$ cat config.mk
export PLATFORM = sky130hd
export DESIGN_NAME = centroid_div_scheduler
export DESIGN_NICKNAME = d
export VERILOG_FILES = /design/src/rtl/centroid_pkg.sv /design/src/rtl/centroid_seq_div.sv /design/src/rtl/centroid_div_scheduler.sv
export SDC_FILE = /design/constraint.sdc
export NUM_CORES = 1
export LEC_CHECK = 0
export ABC_AREA = 0
export CAP_MARGIN = 20
export CORE_UTILIZATION = 40
export DETAILED_ROUTE_END_ITERATION = 8
export PLACE_DENSITY = 0.58
export SYNTH_ARGS = -nofsm -noshare
export SYNTH_HDL_FRONTEND = slang
export SYNTH_HIERARCHICAL = 1
export SYNTH_SLANG_ARGS = --single-unit
$ cat constraint.sdc
create_clock -name clk -period 8.05 [get_ports clk]
set_clock_uncertainty 0.05 [all_clocks]
set_input_delay 1.61 -clock clk [delete_from_list [all_inputs] [get_ports clk]]
set_output_delay 1.61 -clock clk [all_outputs]
set_load 0.05 [all_outputs]
$ cat src/rtl/centroid_pkg.sv
// Shared types and constants for the centroid divide scheduler and its divider.
package centroid_pkg;

  localparam int DEF_ACC_W   = 32;
  localparam int DEF_COORD_W = 16;

  typedef enum logic [1:0] {
    ST_IDLE   = 2'd0,
    ST_ISSUE  = 2'd1,
    ST_WAIT   = 2'd2,
    ST_FINISH = 2'd3
  } state_e;

  // Bit 1 of the job index selects the colour: 0 = pink, 1 = green.
  localparam logic [1:0] JOB_PX = 2'd0;
  localparam logic [1:0] JOB_PY = 2'd1;
  localparam logic [1:0] JOB_GX = 2'd2;
  localparam logic [1:0] JOB_GY = 2'd3;

endpackage

$ cat src/rtl/centroid_seq_div.sv
// Restoring unsigned divider, one quotient bit per cycle; div_done pulses ACC_W
// cycles after div_start. A new div_start restarts it.
module centroid_seq_div #(
  parameter int ACC_W = 32
) (
  input  logic             clk,
  input  logic             rst,
  input  logic             div_start,
  input  logic [ACC_W-1:0] numer,
  input  logic [ACC_W-1:0] denom,
  output logic [ACC_W-1:0] quotient,
  output logic             div_done
);

  localparam int CNT_W = $clog2(ACC_W + 1);

  logic [ACC_W-1:0] rem_q, rem_d;
  logic [ACC_W-1:0] quo_q, quo_d;
  logic [ACC_W-1:0] den_q;
  logic [CNT_W-1:0] cnt_q;
  logic             run_q;
  logic             done_q;

  logic [ACC_W-1:0] rem_in, quo_in, den_in;
  logic [ACC_W:0]   rem_sh;
  logic [ACC_W:0]   diff;

  // The start cycle already performs the first step on the fresh operands,
  // so the last bit lands exactly ACC_W cycles later.
  always_comb begin
    rem_in = div_start ? '0    : rem_q;
    quo_in = div_start ? numer : quo_q;
    den_in = div_start ? denom : den_q;
    rem_sh = {rem_in, quo_in[ACC_W-1]};
    diff   = rem_sh - {1'b0, den_in};
    if (!diff[ACC_W]) begin
      rem_d = diff[ACC_W-1:0];
      quo_d = {quo_in[ACC_W-2:0], 1'b1};
    end else begin
      rem_d = rem_sh[ACC_W-1:0];
      quo_d = {quo_in[ACC_W-2:0], 1'b0};
    end
  end

  always_ff @(posedge clk or negedge rst) begin
    if (!rst) begin
      rem_q  <= '0;
      quo_q  <= '0;
      den_q  <= '0;
      cnt_q  <= '0;
      run_q  <= 1'b0;
      done_q <= 1'b0;
    end else begin
      done_q <= 1'b0;
      if (div_start) begin
        rem_q <= rem_d;
        quo_q <= quo_d;
        den_q <= denom;
        cnt_q <= CNT_W'(ACC_W - 1);
        run_q <= 1'b1;
      end else if (run_q) begin
        rem_q <= rem_d;
        quo_q <= quo_d;
        cnt_q <= cnt_q - 1'b1;
        if (cnt_q == CNT_W'(1)) begin
          run_q  <= 1'b0;
          done_q <= 1'b1;
        end
      end
    end
  end

  assign quotient = quo_q;
  assign div_done = done_q;

endmodule

$ cat src/rtl/centroid_div_scheduler.sv
// Frame-end scheduler: snapshots pink/green accumulators and runs four centroid
// divisions through one shared divider, publishing all results at once.
//
// state     | meaning
// ST_IDLE   | waiting for frame_end; snapshot taken on acceptance
// ST_ISSUE  | start current job's division, or skip it if colour not found
// ST_WAIT   | divider running for current job
// ST_FINISH | publish coordinates and found flags, pulse centers_valid
module centroid_div_scheduler
  import centroid_pkg::*;
#(
  parameter int ACC_W      = DEF_ACC_W,
  parameter int COORD_W    = DEF_COORD_W,
  parameter int MIN_PIXELS = 16
) (
  input  logic               clk,
  input  logic               rst,
  input  logic               frame_end,
  input  logic [ACC_W-1:0]   pink_x_acc,
  input  logic [ACC_W-1:0]   pink_y_acc,
  input  logic [ACC_W-1:0]   pink_cnt,
  input  logic [ACC_W-1:0]   green_x_acc,
  input  logic [ACC_W-1:0]   green_y_acc,
  input  logic [ACC_W-1:0]   green_cnt,
  output logic               busy,
  output logic               centers_valid,
  output logic [COORD_W-1:0] pink_cx,
  output logic [COORD_W-1:0] pink_cy,
  output logic [COORD_W-1:0] green_cx,
  output logic [COORD_W-1:0] green_cy,
  output logic               pink_found,
  output logic               green_found,
  output logic               overrun
);

  localparam logic [ACC_W-1:0] COORD_MAX = ACC_W'({COORD_W{1'b1}});
  localparam logic [ACC_W-1:0] MIN_CNT   = ACC_W'(MIN_PIXELS);

  state_e             state_q;
  logic [1:0]         job_q;
  logic [ACC_W-1:0]   px_q, py_q, pcnt_q, gx_q, gy_q, gcnt_q;
  logic [COORD_W-1:0] tmp_q [4];
  logic [COORD_W-1:0] tmp_d [4];
  logic [COORD_W-1:0] pink_cx_q, pink_cy_q, green_cx_q, green_cy_q;
  logic               pink_found_q, green_found_q;
  logic               valid_q, overrun_q;

  logic [ACC_W-1:0]   job_acc, job_cnt;
  logic               snap_pf, snap_gf, job_found, last_job;
  logic               div_start, div_done, job_end;
  logic [ACC_W-1:0]   div_quo;
  logic [COORD_W-1:0] quo_sat;
  logic               tmp_we;
  logic [COORD_W-1:0] tmp_wval;

  always_comb begin
    case (job_q)
      JOB_PX:  job_acc = px_q;
      JOB_PY:  job_acc = py_q;
      JOB_GX:  job_acc = gx_q;
      default: job_acc = gy_q;
    endcase
    job_cnt   = job_q[1] ? gcnt_q : pcnt_q;
    snap_pf   = pcnt_q >= MIN_CNT;
    snap_gf   = gcnt_q >= MIN_CNT;
    job_found = job_q[1] ? snap_gf : snap_pf;
    last_job  = job_q == JOB_GY;
    div_start = (state_q == ST_ISSUE) && job_found;
    quo_sat   = (div_quo > COORD_MAX) ? '1 : div_quo[COORD_W-1:0];
  end

  // A skipped job writes 0; a computed job writes the saturated quotient.
  always_comb begin
    tmp_we   = 1'b0;
    tmp_wval = '0;
    if (state_q == ST_ISSUE && !job_found) begin
      tmp_we = 1'b1;
    end else if (state_q == ST_WAIT && div_done) begin
      tmp_we   = 1'b1;
      tmp_wval = quo_sat;
    end
    job_end = tmp_we;
    for (int i = 0; i < 4; i++) begin
      tmp_d[i] = (tmp_we && job_q == 2'(i)) ? tmp_wval : tmp_q[i];
    end
  end

  centroid_seq_div #(
    .ACC_W(ACC_W)
  ) u_div (
    .clk       (clk),
    .rst       (rst),
    .div_start (div_start),
    .numer     (job_acc),
    .denom     (job_cnt),
    .quotient  (div_quo),
    .div_done  (div_done)
  );

  always_ff @(posedge clk or negedge rst) begin
    if (!rst) begin
      state_q       <= ST_IDLE;
      job_q         <= JOB_PX;
      px_q          <= '0;
      py_q          <= '0;
      pcnt_q        <= '0;
      gx_q          <= '0;
      gy_q          <= '0;
      gcnt_q        <= '0;
      tmp_q         <= '{default: '0};
      pink_cx_q     <= '0;
      pink_cy_q     <= '0;
      green_cx_q    <= '0;
      green_cy_q    <= '0;
      pink_found_q  <= 1'b0;
      green_found_q <= 1'b0;
      valid_q       <= 1'b0;
      overrun_q     <= 1'b0;
    end else begin
      valid_q   <= 1'b0;
      overrun_q <= frame_end && (state_q != ST_IDLE);
      tmp_q     <= tmp_d;
      case (state_q)
        ST_IDLE: begin
          if (frame_end) begin
            px_q    <= pink_x_acc;
            py_q    <= pink_y_acc;
            pcnt_q  <= pink_cnt;
            gx_q    <= green_x_acc;
            gy_q    <= green_y_acc;
            gcnt_q  <= green_cnt;
            job_q   <= JOB_PX;
            state_q <= ST_ISSUE;
          end
        end
        ST_ISSUE, ST_WAIT: begin
          if (div_start) begin
            state_q <= ST_WAIT;
          end else if (job_end) begin
            if (last_job) begin
              // Publish on entry so the outputs change in the same cycle as valid.
              state_q       <= ST_FINISH;
              pink_cx_q     <= tmp_d[JOB_PX];
              pink_cy_q     <= tmp_d[JOB_PY];
              green_cx_q    <= tmp_d[JOB_GX];
              green_cy_q    <= tmp_d[JOB_GY];
              pink_found_q  <= snap_pf;
              green_found_q <= snap_gf;
              valid_q       <= 1'b1;
            end else begin
              job_q   <= job_q + 2'd1;
              state_q <= ST_ISSUE;
            end
          end
        end
        default: state_q <= ST_IDLE;
      endcase
    end
  end

  assign busy          = state_q != ST_IDLE;
  assign centers_valid = valid_q;
  assign overrun       = overrun_q;
  assign pink_cx       = pink_cx_q;
  assign pink_cy       = pink_cy_q;
  assign green_cx      = green_cx_q;
  assign green_cy      = green_cy_q;
  assign pink_found    = pink_found_q;
  assign green_found   = green_found_q;

endmodule
Word-level counts from Yosys, hierarchy flattened:

Index checks and enable logic that the tools add are counted.

* mux-type cells: 43
* bitwise operators: 1
* $lt $le $gt $ge: 3
* eq/ne operators: 11
* reduce and logical (&&, ||, !) cells: 19
* $add $sub $neg: 3

Operators by type and width (number)
* $mux 32: 9
* $mux 16: 7
* $pmux 32 s3: 1
* $ge 32x5->1 const B: 2
* $sub 33x32->33: 1
* $gt 32x16->1 const B: 1
* $mux 2: 8
* $mux 1: 14
* $mux 6: 2
* $logic_and 1x1->1: 8
* $ne 2x2->1 const B: 4
* $pmux 2 s2: 2
* $eq 2x2->1 const B: 3
* $eq 6x1->1 const B: 1
* $reduce_bool 2->1: 3
* $sub 6x1->6 const B: 1
* $reduce_and 5->1: 1
* $eq 2x1->1 const B: 2
* $logic_not 2->1: 2
* $reduce_and 2->1: 2
* $reduce_and 4->1: 1
* $ne 3x2->1 const B: 1
* $add 2x1->2 const B: 1
* $reduce_or 2->1: 1
* 2 further kinds: 2

* logic and storage cells: 106
* output and inout bits: 69
* register bits: 432
* input bits: 195

Logic depth before layout (Yosys ltp):

* depth in word-level cells: 8
* depth in mapped cells: 20
* mapped depth without buffers: 17

Cells and area by module:

The synthesis kept the hierarchy.

By module, submodules not included
* centroid_div_scheduler: seq. area each 7807.5 um^2, times used 1, cells an instance 1010, area an instance 13909.6 um^2
* centroid_seq_div: seq. area each 2602.5 um^2, times used 1, cells an instance 696, area an instance 6515.0 um^2

Worst setup path after synthesis:

No wires, ideal clock.

* path type: register to register
* start: register gcnt_q[2]
* end: register u_div.rem_q[0]
* data required time: 7.878 ns
* path slack: 2.448 ns
* clock period less this slack: 5.602 ns
* cell stages (with the launch flop): 21
* data arrival time: 5.430 ns
* library setup time: 0.122 ns
* buffers on the path: 4
* cells stage by stage: dfrtp_1 -> or4b_4 -> o31ai_4 -> nor3_2 -> nor3b_4 -> clkbuf_1 -> clkbuf_1 -> buf_1 -> mux2i_1 -> inv_1 -> fa_1 -> nor2b_1 -> o31a_2 -> o21a_4 -> o21ai_2 -> or3_4 -> o31ai_4 -> xor2_4 -> buf_8 -> nand2_2 -> a32o_1

* cells in the longest elaborated chain, start to end: 8
* elaborated cells on any way between the ends: 12
* those cells by class: add/sub: 1; order compare: 1; mux: 8; reduce/logical: 2

Ends and longest elaborated chain
* start: declaration: RTL line centroid_div_scheduler.sv:41 `logic [ACC_W-1:0] px_q, py_q, pcnt_q, gx_q, gy_q, gcnt_q;`
* start signal: assignment: RTL line centroid_div_scheduler.sv:131 `gcnt_q <= green_cnt;`
* $ge 32x5->1 (*): RTL line centroid_div_scheduler.sv:65 `snap_gf = gcnt_q >= MIN_CNT;`
* $mux 1 (*): RTL line centroid_div_scheduler.sv:66 `job_found = job_q[1] ? snap_gf : snap_pf;`
* $logic_and 1x1->1 (*): RTL line centroid_div_scheduler.sv:68 `div_start = (state_q == ST_ISSUE) && job_found;`
* named net div_start: RTL line centroid_div_scheduler.sv:50 `logic div_start, div_done, job_end;`
* $mux 32 (*)
* named net u_div.den_in[1]: RTL line centroid_seq_div.sv:24 `logic [ACC_W-1:0] rem_in, quo_in, den_in;`
* $sub 33x32->33 (*): RTL line centroid_seq_div.sv:35 `diff = rem_sh - {1'b0, den_in};`
* $mux 32 (*): RTL line centroid_seq_div.sv:36 `if (!diff[ACC_W]) begin`
* $mux 32: RTL line centroid_seq_div.sv:61 `end else if (run_q) begin`
* $mux 32 (*): RTL line centroid_seq_div.sv:55 `if (div_start) begin`
* end signal: assignment: RTL line centroid_seq_div.sv:56 `rem_q <= rem_d;`
* end signal: assignment: RTL line centroid_seq_div.sv:62 `rem_q <= rem_d;`
* end: declaration: RTL line centroid_seq_div.sv:17 `logic [ACC_W-1:0] rem_q, rem_d;`

Mark *: on every way through the listed nets, which the timed path passes. The rest lies on a longest branch. The select of a mux whose other input is x is not followed.
A chain may end at the register's enable or synchronous reset.

Final worst setup path:

* start: register gcnt_q[2]
* end: register u_div.rem_q[18]

* cells in the longest elaborated chain, start to end: 8
* elaborated cells on any way between the ends: 12
* those cells by class: add/sub: 1; order compare: 1; mux: 8; reduce/logical: 2

Ends and longest elaborated chain (RTL line)
* $ge 32x5->1 (*): centroid_div_scheduler.sv:65
* $mux 1 (*): centroid_div_scheduler.sv:66
* $logic_and 1x1->1 (*): centroid_div_scheduler.sv:68
* named net div_start: centroid_div_scheduler.sv:50
* $mux 32, on equally long branches
* $sub 33x32->33: centroid_seq_div.sv:35
* $mux 32: centroid_seq_div.sv:36
* $mux 32: centroid_seq_div.sv:61
* $mux 32: centroid_seq_div.sv:55

Marked as above.

==> results.sh <==
export IMPL_clk_latency_ps=580
export IMPL_routed_wl_mm=54.6
export IMPL_reg2reg_slack_ps=2120
export IMPL_antenna_found_initial=3
export IMPL_cts_hold_buffers=0
export IMPL_cp_end_kind="register"
export IMPL_cp_start_kind="register"
export IMPL_clk_pin_slew_worst_paths_ps=60
export IMPL_cts_sinks=416
export IMPL_leakage_uw=0.0112
export IMPL_fin_crit_ps=5930
export IMPL_power_frac_seq_pct=35.7
export IMPL_placed_cells=2552
export IMPL_syn_cell_area_sq_mm=0.0204
export IMPL_tritoncts="built"
export IMPL_synth_nets=1945
export IMPL_portBuffers=263
export IMPL_nNetsFinal=2169
export IMPL_postSynth_asyncResetShare_pct=100
export IMPL_yosys_warnings=6
export IMPL_min_period_over_period_pct=73.7
export IMPL_power_internal_uw=5900
export IMPL_fin_tns_setup_ps=0
export IMPL_dieHeight_microns=228
export IMPL_regMostFlops="tmp_q"
export IMPL_largest_reg_flops=48
export IMPL_synth_edf_count=0
export IMPL_vias=14100
export IMPL_cp_max_fo=40
export IMPL_chipWidth_microns=228
export IMPL_drtIter0Drc=1071
export IMPL_power_total_uw=9270
export IMPL_routedWlPerCell_microns=20.7
export IMPL_track_usage_pct=21.2
export IMPL_synth_seq_area_share_pct=51.0
export IMPL_clockRootBuffer="clkbuf_16"
export IMPL_viasPerCell=5.34
export IMPL_hpwl_mm=37.5
export IMPL_slew_viol_final=0
export IMPL_ys_ff_latch=416
export IMPL_min_path_type="register to register"
export IMPL_most_common_layout_cells="dfrtp_1, clkdlybuf4s50_1, mux2_2, nand2_1, mux2i_1"
export IMPL_required_ps=8490
export IMPL_rows=82
export IMPL_drv_cap=0
export IMPL_grt_pass1_wl_mm=86.9
export IMPL_drc_errors=0
export IMPL_setup_ws_ps=2120
export IMPL_power_frac_clock_pct=23.7
export IMPL_slew_headroom_pct=28.8
export IMPL_power_density_mw_per_mm2=368
export IMPL_switching_share_pct=36.3
export IMPL_cts_made_buffers=47
export IMPL_layout_commonest_cell="dfrtp_1"
export IMPL_setup_viol=0
export IMPL_overflow=0
export IMPL_design_core_area_sq_mm=0.0503
export IMPL_synthFlopType="dfrtp_1"
export IMPL_postCtsSetupBuffers=0
export IMPL_fmax_ghz=0.169
export IMPL_start_util_pct=40.6
export IMPL_antenna_left=0
export IMPL_crit_arrival_ps=6370
export IMPL_power_frac_comb_pct=40.6
export IMPL_crit_type="register to register"
export IMPL_power_switching_uw=3370
export IMPL_die_area_sq_mm=0.0520
export IMPL_cts_buffer_depth=3
export IMPL_area_growth_pct=23.5
export IMPL_post_cts_resized=0
export IMPL_grt_pass1_vias=14700
export IMPL_fin_cells=2642
export IMPL_grt_setup_unrepaired="false"
export IMPL_worst_pin_slew_ps=1070
export IMPL_drt_first_pass_iters=6
export IMPL_grt_max_degree=170
export IMPL_syn_inst=1706
export IMPL_vdd_ir_drop_worst_mv=0.219
export IMPL_outcome="finished clean"
export IMPL_fin_hold_ws_ps=428
export IMPL_syn_area_per_cell_sq_um=12.0
export IMPL_cts_max_level=2
export IMPL_finalHoldViolations=0
export IMPL_gp_congestion=0.859
export IMPL_synth_cell_types=75
export IMPL_dp_slack_ps=2110
export IMPL_final_layout_size_suffix_gt1_share_pct=21.4
export IMPL_num_io_pins=264
==> cell usage after synthesis (all sizes together), types with 2 or more instances <==
library cell | instances | area (sq um)
and3 | 7 | 45.1
and2 | 4 | 25.0
o21bai | 3 | 22.5
o21a | 24 | 188
xnor2 | 19 | 174
o31ai | 7 | 80.1
a221oi | 33 | 470
o41ai | 3 | 26.3
a31oi | 7 | 58.8
nor2b | 41 | 257
or2 | 2 | 12.5
a2bb2oi | 2 | 17.5
or3 | 5 | 36.3
a21oi | 45 | 229
nand2 | 114 | 430
o31a | 2 | 18.8
a221o | 13 | 130
clkbuf | 70 | 263
dfrtp | 416 | 10400
nand3 | 15 | 75.1
inv | 76 | 285
nor4 | 30 | 188
o211ai | 3 | 27.5
o21ai | 71 | 359
nand4 | 9 | 56.3
a21o | 10 | 75.1
nand2b | 7 | 43.8
nor3 | 35 | 185
mux2i | 105 | 1050
o221ai | 2 | 17.5
a211o | 3 | 26.3
a222oi | 32 | 320
nor3b | 2 | 26.3
ha | 43 | 538
o22ai | 3 | 18.8
xor2 | 17 | 168
mux2 | 290 | 3370
buf | 38 | 244
nor2 | 83 | 312
==> area by class of cell <==
class | count | area, sq um
flip-flops and latches | 416 | 10400
multi-input cells | 1105 | 9250
clock inverters | 17 | 203
clock buffers | 71 | 1390
diodes | 1 | 2.50
well taps | 672 | 841
fillers | 4541 | 25100
repair buffers | 283 | 2830
inverters | 77 | 289
==> worst max-delay path, cell delays in order, from the launching register on <==
cell and delay, ps:
dfrtp_1 390, or4b_4 560, o31ai_4 210, nor3_2 110, nor3b_4 520, buf_4 570, mux2i_1 310, ha_1 330
a211o_1 350, o21bai_1 170, a41oi_1 290, o21ai_0 190, a221oi_2 360, o31ai_4 190, xor2_4 600, nand2_1 370
o22ai_1 250
==> stage by stage <==
stage | instance area [sq um] | utilization, %
4_1_cts | 25200 | 50.1
5_1_grt | 25200 | 50.2
2_1_floorplan | 20400 | -
3_5_place_dp | 23600 | 47.0
3_3_place_gp | 23600 | 47.0
6_report | 25200 | 50.2
==> per-layer routing <==
layer | global-route usage, % | wire length [microns]
met1 | 30.4 | 25700
met2 | 33.2 | 25200
met3 | 3.34 | 2570
met4 | 6.17 | 1160
met5 | 0 | 12
==> logic make-up (layout without fill, tap and decap cells) <==
| family | after synthesis | after routing | share of synthesized area, % |
|---|---|---|---|
| xor gates and xnor gates | 36 | 36 | 1.67 |
| muxes | 395 | 395 | 21.6 |
| adders and majority gates | 44 | 44 | 2.73 |
| DFF | 416 | 416 | 51.0 |
| AOI/OAI and AO/OA | 274 | 274 | 10.7 |
| buffers and inverters | 185 | 448 | 3.90 |
| other | 0 | 1 | 0 |
| and+or+nand+nor | 356 | 356 | 8.39 |
==> power groups by stage <==
| stage | logic [uW] | clock network (uW) | registers (uW) |
|---|---|---|---|
| 2_1_floorplan | 2870 | 0 | 3170 |
| 3_3_place_gp | 3690 | 0 | 3310 |
| 3_5_place_dp | 3750 | 0 | 3330 |
| 4_1_cts | 3770 | 2270 | 3300 |
| 5_1_grt | 4150 | 2350 | 3400 |
| 6_report | 3760 | 2200 | 3310 |
==> worst paths after layout <==
check                                                start                             end  depth (start not counted)
worst max-delay path                 gcnt_q[2]$_DFFE_PN0P_     u_div/rem_q[18]$_DFFE_PN0P_                         16
min in group asynchronous                              rst          pcnt_q[26]$_DFFE_PN0P_                          1
max in group asynchronous                              rst  u_div/quotient[28]$_DFFE_PN0P_                          2
worst min-delay path            u_div/rem_q[7]$_DFFE_PN0P_      u_div/rem_q[7]$_DFFE_PN0P_                          2
worst max register to register       gcnt_q[2]$_DFFE_PN0P_     u_div/rem_q[18]$_DFFE_PN0P_                         16
worst min register to register  u_div/rem_q[7]$_DFFE_PN0P_      u_div/rem_q[7]$_DFFE_PN0P_                          2
Note: power is estimated with default switching activity, not from simulation.
